$ cat config.mk
export PLATFORM = sky130hd
export DESIGN_NAME = mem_stage
export DESIGN_NICKNAME = d
export VERILOG_FILES = /design/src/rtl/mem_pkg.sv /design/src/rtl/register.sv /design/src/rtl/mem_stage.sv
export SDC_FILE = /design/constraint.sdc
export NUM_CORES = 1
export LEC_CHECK = 0
export ABC_AREA = 1
export ABC_CLOCK_PERIOD_IN_PS = 2640
export CORE_ASPECT_RATIO = 1.5
export CORE_UTILIZATION = 44
export CTS_CLUSTER_DIAMETER = 30
export DETAILED_ROUTE_END_ITERATION = 7
export GPL_ROUTABILITY_DRIVEN = 0
export PLACE_DENSITY = 0.84
export SLEW_MARGIN = 5
export SYNTH_ARGS = -nofsm -noshare
export SYNTH_HDL_FRONTEND = slang
export SYNTH_SLANG_ARGS = --single-unit
$ cat constraint.sdc
create_clock -name clk -period 2.64 [get_ports clk]
set_input_delay 0.264 -clock clk [delete_from_list [all_inputs] [get_ports clk]]
set_output_delay 0.264 -clock clk [all_outputs]
set_load 0.01 [all_outputs]
$ cat src/rtl/mem_pkg.sv
// Shared definitions for the memory stage: FSM state encoding and default widths.
package mem_pkg;
  typedef enum logic [1:0] {
    IDLE = 2'd0,
    REQ  = 2'd1,
    DONE = 2'd2
  } state_t;

  localparam int DEF_N       = 32;
  localparam int DEF_TIMEOUT = 255;
endpackage

$ cat src/rtl/register.sv
// Generic N-bit register with synchronous active-high clear and write enable.
// One-cycle latency; holds its value whenever wen is low.
module register
  import mem_pkg::*;
#(
  parameter int N = DEF_N
) (
  input  logic         clk,
  input  logic         rst,
  input  logic         wen,
  input  logic [N-1:0] d,
  output logic [N-1:0] q
);

  always_ff @(posedge clk) begin
    if (rst) begin
      q <= '0;
    end else if (wen) begin
      q <= d;
    end
  end

endmodule

$ cat src/rtl/mem_stage.sv
// Memory stage bus master: IDLE -> REQ (until ack) -> DONE, 3 cycles minimum per access.
// Stalls the pipeline while an aligned access is outstanding; MEM_TIMEOUT_EN adds a wait-cycle bound.
module mem_stage
  import mem_pkg::*;
#(
  parameter int N       = DEF_N,
  parameter int TIMEOUT = DEF_TIMEOUT
) (
  input  logic         clk,
  input  logic         rst,
  input  logic         memr_M,
  input  logic         memw_M,
  input  logic [N-1:0] ALUrslt_M,
  input  logic [N-1:0] writedata_M,
  output logic         mem_req,
  output logic         mem_we,
  output logic [N-1:0] mem_addr,
  output logic [N-1:0] mem_wdata,
  input  logic         mem_ack,
  input  logic [N-1:0] mem_rdata,
  output logic [N-1:0] readdata_M,
  output logic         stall_M,
  output logic         misalign_M,
  output logic         bus_err_M
);

  state_t       state;
  logic [N-1:0] addr_q;
  logic [N-1:0] wdata_q;
  logic         we_q;
  logic         req_q;
  logic         access;
  logic         aligned;
  logic         start;
  logic         rd_ack;
  logic         timeout;
  logic         rd_wen;
  logic [N-1:0] rd_d;

  assign access     = memr_M | memw_M;
  assign aligned    = (ALUrslt_M[1:0] == 2'b00);
  assign start      = (state == IDLE) && access && aligned;
  assign stall_M    = start || (state == REQ);
  assign misalign_M = (state == IDLE) && access && !aligned;

  assign mem_req    = req_q;
  assign mem_we     = req_q & we_q;
  assign mem_addr   = addr_q;
  assign mem_wdata  = wdata_q;

  // A simultaneous load+store latches we_q=1, so the ack never counts as a read.
  assign rd_ack     = (state == REQ) && mem_ack && !we_q;

`ifdef MEM_TIMEOUT_EN
  localparam int CW = $clog2(TIMEOUT + 1);

  logic [CW-1:0] wait_cnt;
  logic          berr_q;

  assign timeout   = (state == REQ) && !mem_ack && (wait_cnt == CW'(TIMEOUT - 1));
  assign rd_wen    = rd_ack | timeout;
  assign rd_d      = timeout ? '0 : mem_rdata;
  assign bus_err_M = berr_q;

  always_ff @(posedge clk) begin
    if (rst) begin
      wait_cnt <= '0;
      berr_q   <= 1'b0;
    end else begin
      berr_q <= timeout;
      if (start) begin
        wait_cnt <= '0;
      end else if ((state == REQ) && !mem_ack) begin
        wait_cnt <= wait_cnt + 1'b1;
      end
    end
  end
`else
  assign timeout   = 1'b0;
  assign rd_wen    = rd_ack;
  assign rd_d      = mem_rdata;
  // Constant 0: without the timeout build there is no error source.
  assign bus_err_M = (TIMEOUT < 0);
`endif

  always_ff @(posedge clk) begin
    if (rst) begin
      state   <= IDLE;
      req_q   <= 1'b0;
      we_q    <= 1'b0;
      addr_q  <= '0;
      wdata_q <= '0;
    end else begin
      case (state)
        IDLE: begin
          if (start) begin
            addr_q  <= ALUrslt_M;
            wdata_q <= writedata_M;
            we_q    <= memw_M;
            req_q   <= 1'b1;
            state   <= REQ;
          end
        end
        REQ: begin
          if (mem_ack || timeout) begin
            req_q <= 1'b0;
            state <= DONE;
          end
        end
        DONE: begin
          state <= IDLE;
        end
        default: begin
          req_q <= 1'b0;
          state <= IDLE;
        end
      endcase
    end
  end

  register #(.N(N)) u_readdata (
    .clk (clk),
    .rst (rst),
    .wen (rd_wen),
    .d   (rd_d),
    .q   (readdata_M)
  );

endmodule

==> impl_metrics.prom <==
# TYPE chip_impl_metric gauge
chip_impl_info{name="status",value="complete, no violations"} 1
chip_impl_metric{name="power_density",unit="nW/um^2"} 547
chip_impl_metric{name="syn_avg_cell_area",unit="um^2"} 6.52
chip_impl_info{name="tritoncts_clock_tree",value="built"} 1
chip_impl_metric{name="layout-drive-gt1-share",unit=""} 0.0302
chip_impl_metric{name="detailed_place.area",unit="um^2"} 6230
chip_impl_metric{name="cts.path.max_buffers",unit=""} 2
chip_impl_metric{name="fin_area",unit="um^2"} 6510
chip_impl_metric{name="htree_num_levels",unit=""} 3
chip_impl_metric{name="drt-total-wl",unit="um"} 11600
chip_impl_metric{name="vdd_drop_max",unit="uV"} 477
chip_impl_metric{name="crit_buf_inv",unit=""} 1
chip_impl_info{name="min_delay_worst_endpoint",value="mem_addr[0]$_SDFFE_PP0P_"} 1
chip_impl_metric{name="internal_power",unit="uW"} 2680
chip_impl_info{name="commonest_cells_after_routing_fill_and_taps_aside",value="200 x clkdlybuf4s50_1, 194 x nor2_1, 163 x nand2_1, 103 x inv_1, 100 x dfxtp_1"} 1
chip_impl_metric{name="drc",unit=""} 0
chip_impl_metric{name="row_count",unit=""} 43
chip_impl_metric{name="track_usage",unit=""} 0.235
chip_impl_info{name="path_cells",value="nor2_1 > nand3_4 > o21ai_0 > clkdlybuf4s50_1"} 1
chip_impl_metric{name="synth.ff_latch_count",unit=""} 100
chip_impl_metric{name="relSlewSlack",unit=""} 0.297
chip_impl_metric{name="setup_violations",unit=""} 0
chip_impl_metric{name="worstHoldPathCells",unit=""} 2
chip_impl_metric{name="first_global_vias",unit=""} 4054
chip_impl_metric{name="average_via_count_per_standard_cell",unit=""} 4.61
chip_impl_metric{name="final.setup_skew",unit="ns"} 0.00726
chip_impl_metric{name="seqPwrFrac",unit=""} 0.462
chip_impl_metric{name="pwr-share-comb",unit=""} 0.188
chip_impl_metric{name="post_drt_wl_per_cell",unit="um"} 12.3
chip_impl_metric{name="slew_viol_final",unit=""} 0
chip_impl_metric{name="reg2reg_slack",unit="ns"} 1.04
chip_impl_metric{name="drt_iter0_drc",unit=""} 170
chip_impl_metric{name="maximum_number_of_pins_on_one_net_before_global_route_repair",unit=""} 131
chip_impl_metric{name="dieWidth",unit="um"} 81.7
chip_impl_metric{name="cts_made_buffers",unit=""} 9
chip_impl_info{name="regToRegStartpoint",value="we_q$_SDFFE_PP0P_"} 1
chip_impl_metric{name="growth_of_design_area_from_synthesis_to_finish",unit="%"} 55.4
chip_impl_metric{name="grt_overflow",unit=""} 0
chip_impl_metric{name="worstPathMaxFanout",unit=""} 5
chip_impl_metric{name="synth.yosys.seq_area_share",unit=""} 0.478
chip_impl_metric{name="hpwl_after_detailed_placement",unit="um"} 8240
chip_impl_metric{name="dieArea",unit="um^2"} 9920
chip_impl_metric{name="via_count",unit=""} 4332
chip_impl_metric{name="ant_nets",unit=""} 0
chip_impl_metric{name="numClockSinks",unit=""} 100
chip_impl_metric{name="clkLatencyLatePin",unit="ns"} 0.34
chip_impl_metric{name="cp.required",unit="ns"} 2.38
chip_impl_metric{name="layout_worst_path_cycle_share",unit=""} 0.766
chip_impl_metric{name="postSynthNetCount",unit=""} 743
chip_impl_metric{name="clock_power_share",unit=""} 0.350
chip_impl_metric{name="synthesis.instances",unit=""} 642
chip_impl_metric{name="ctsResizeCount",unit=""} 0
chip_impl_info{name="cpMaxStageDelayCell",value="clkdlybuf4s50_1"} 1
chip_impl_metric{name="global_route_wire_length_before_repair",unit="um"} 17900
chip_impl_metric{name="timing.critical_path.slowest_cell_delay",unit="ns"} 0.57
chip_impl_info{name="hold_path_startpoint",value="mem_addr[0]$_SDFFE_PP0P_"} 1
chip_impl_info{name="library_cell_used_as_clock_root_buffer",value="clkbuf_16"} 1
chip_impl_info{name="criticalPathCategory",value="reg2out"} 1
chip_impl_metric{name="cts_setup_buffers",unit=""} 0
chip_impl_metric{name="path_clk_slew",unit="ns"} 0.06
chip_impl_metric{name="total_leakage_power",unit="uW"} 0.00312
chip_impl_metric{name="fmaxAchievable",unit="MHz"} 495
chip_impl_metric{name="insertedDiodeCount",unit=""} 0
chip_impl_info{name="grt_setup_unrepaired",value="false"} 1
chip_impl_metric{name="port_buffers",unit=""} 200
chip_impl_metric{name="synthesis.yosys.warnings",unit=""} 0
chip_impl_info{name="worst_r2r_endpoint",value="u_readdata.q[24]$_SDFFE_PP0P_"} 1
chip_impl_info{name="holdCritPathClass",value="reg2reg"} 1
chip_impl_metric{name="power.share.switching",unit=""} 0.248
chip_impl_metric{name="r2r.worst_path.cells",unit=""} 4
chip_impl_info{name="end_kind",value="output port"} 1
chip_impl_metric{name="dr.pass1.iters",unit=""} 4
chip_impl_metric{name="worstMarginPinSlew",unit="ns"} 1.05
chip_impl_metric{name="arrival",unit="ns"} 1.76
chip_impl_metric{name="max_cap_viol_count",unit=""} 0
chip_impl_metric{name="synth.cell_area",unit="um^2"} 4190
chip_impl_metric{name="cts-hold-fix-buffers",unit=""} 0
chip_impl_metric{name="initial_utilization",unit=""} 0.453
chip_impl_metric{name="finalSetupTns",unit="ns"} 0
chip_impl_metric{name="yosys.cell_types.count",unit=""} 17
chip_impl_metric{name="core_area",unit="um^2"} 9250
chip_impl_metric{name="power.switching",unit="uW"} 881
chip_impl_metric{name="layout_min_cycle_time",unit="ns"} 2.02
chip_impl_info{name="critPathTopFamily",value="buffers and inverters"} 1
chip_impl_metric{name="timing.final.hold_violations",unit=""} 0
chip_impl_info{name="crit_path_start_kind",value="flop"} 1
chip_impl_metric{name="fp.dieH",unit="um"} 122
chip_impl_metric{name="fin_nets",unit=""} 924
chip_impl_metric{name="antenna_violations_before_repair",unit=""} 0
chip_impl_metric{name="io-pin-count",unit=""} 202
chip_impl_info{name="final_common_cell",value="clkdlybuf4s50_1"} 1
==> cell usage after synthesis (all sizes together) <==
library cell  count  area, um^2
nor2            196         741
nand2           163         612
inv             104         390
dfxtp           100        2000
nand4            32         200
buf              29         161
clkbuf            9        33.8
nand3             4        25.0
a21oi             2        10.0
o21ai             2        10.0
conb              1        3.75
==> through the flow <==
step           setup slack (ns)  hold slack, ns  cells   util  total power [uW]
5_1_grt                   0.541           0.505    940  0.704              3720
6_report                  0.619           0.459    940  0.704              3560
3_5_place_dp              0.661           0.454    924  0.673              2350
3_3_place_gp              0.684           0.444    924  0.673              2320
4_1_cts                   0.598           0.463    940  0.704              3590
2_1_floorplan              1.31           0.333    642      -              1960
==> flip-flops by register name, summed over array words and instances, names as in the netlist <==
signal and flops:
u_readdata.q 32, mem_addr 32, we_q 1, state 2, mem_wdata 32, mem_req 1
==> cell families after synthesis <==
kind of cell           synth area share
buffers and inverters             0.140
flip-flops                        0.478
other                          0.000895
AO/OA/AOI/OAI                   0.00478
AND/OR/NAND/NOR                   0.377
==> worst register-to-register path: stages, from the launching register on <==
cell	delay (ns)
dfxtp_1	0.33
inv_1	0.77
nand4_1	0.24
nand2_1	0.12
nor2_1	0.04
==> routing by layer <==
metal,wire [um],track usage,vias up,share of wire
met5,0,0,-,0
met4,379,0.116,0,0.033
met3,1000,0.0782,32,0.087
met2,5970,0.417,167,0.52
met1,4210,0.239,1902,0.36
li1,-,-,2231,-
==> final cells by class <==
class	instances	area (um^2)
multi-input combinational	400	1610
sequential	100	2000
fill	739	2740
clock inverter	1	5.00
timing repair buffer	208	2090
inverter	104	390
clock buffer	15	278
tap	112	140
==> how the worst max path moves through the flow <==
| stage | cells past startpoint | to | startpoint |
|---|---|---|---|
| after global placement | 5 | stall_M | ALUrslt_M[0] |
| final | 4 | stall_M | state[1]$_SDFFE_PP0P_ |
| after global routing | 4 | stall_M | state[1]$_SDFFE_PP0P_ |
| after floorplan | 5 | stall_M | state[1]$_SDFFE_PP0P_ |
| after detailed placement | 5 | stall_M | ALUrslt_M[0] |
| after CTS | 4 | stall_M | state[1]$_SDFFE_PP0P_ |
==> power groups by stage <==
stage / clock network [uW] / registers (uW) / logic (uW)
after global routing: 1330 / 1650 / 736
after floorplan: 0 / 1710 / 252
final: 1250 / 1640 / 669
after detailed placement: 0 / 1680 / 668
after global placement: 0 / 1670 / 652
after CTS: 1270 / 1640 / 674
Power figures use the tool's default switching activity.
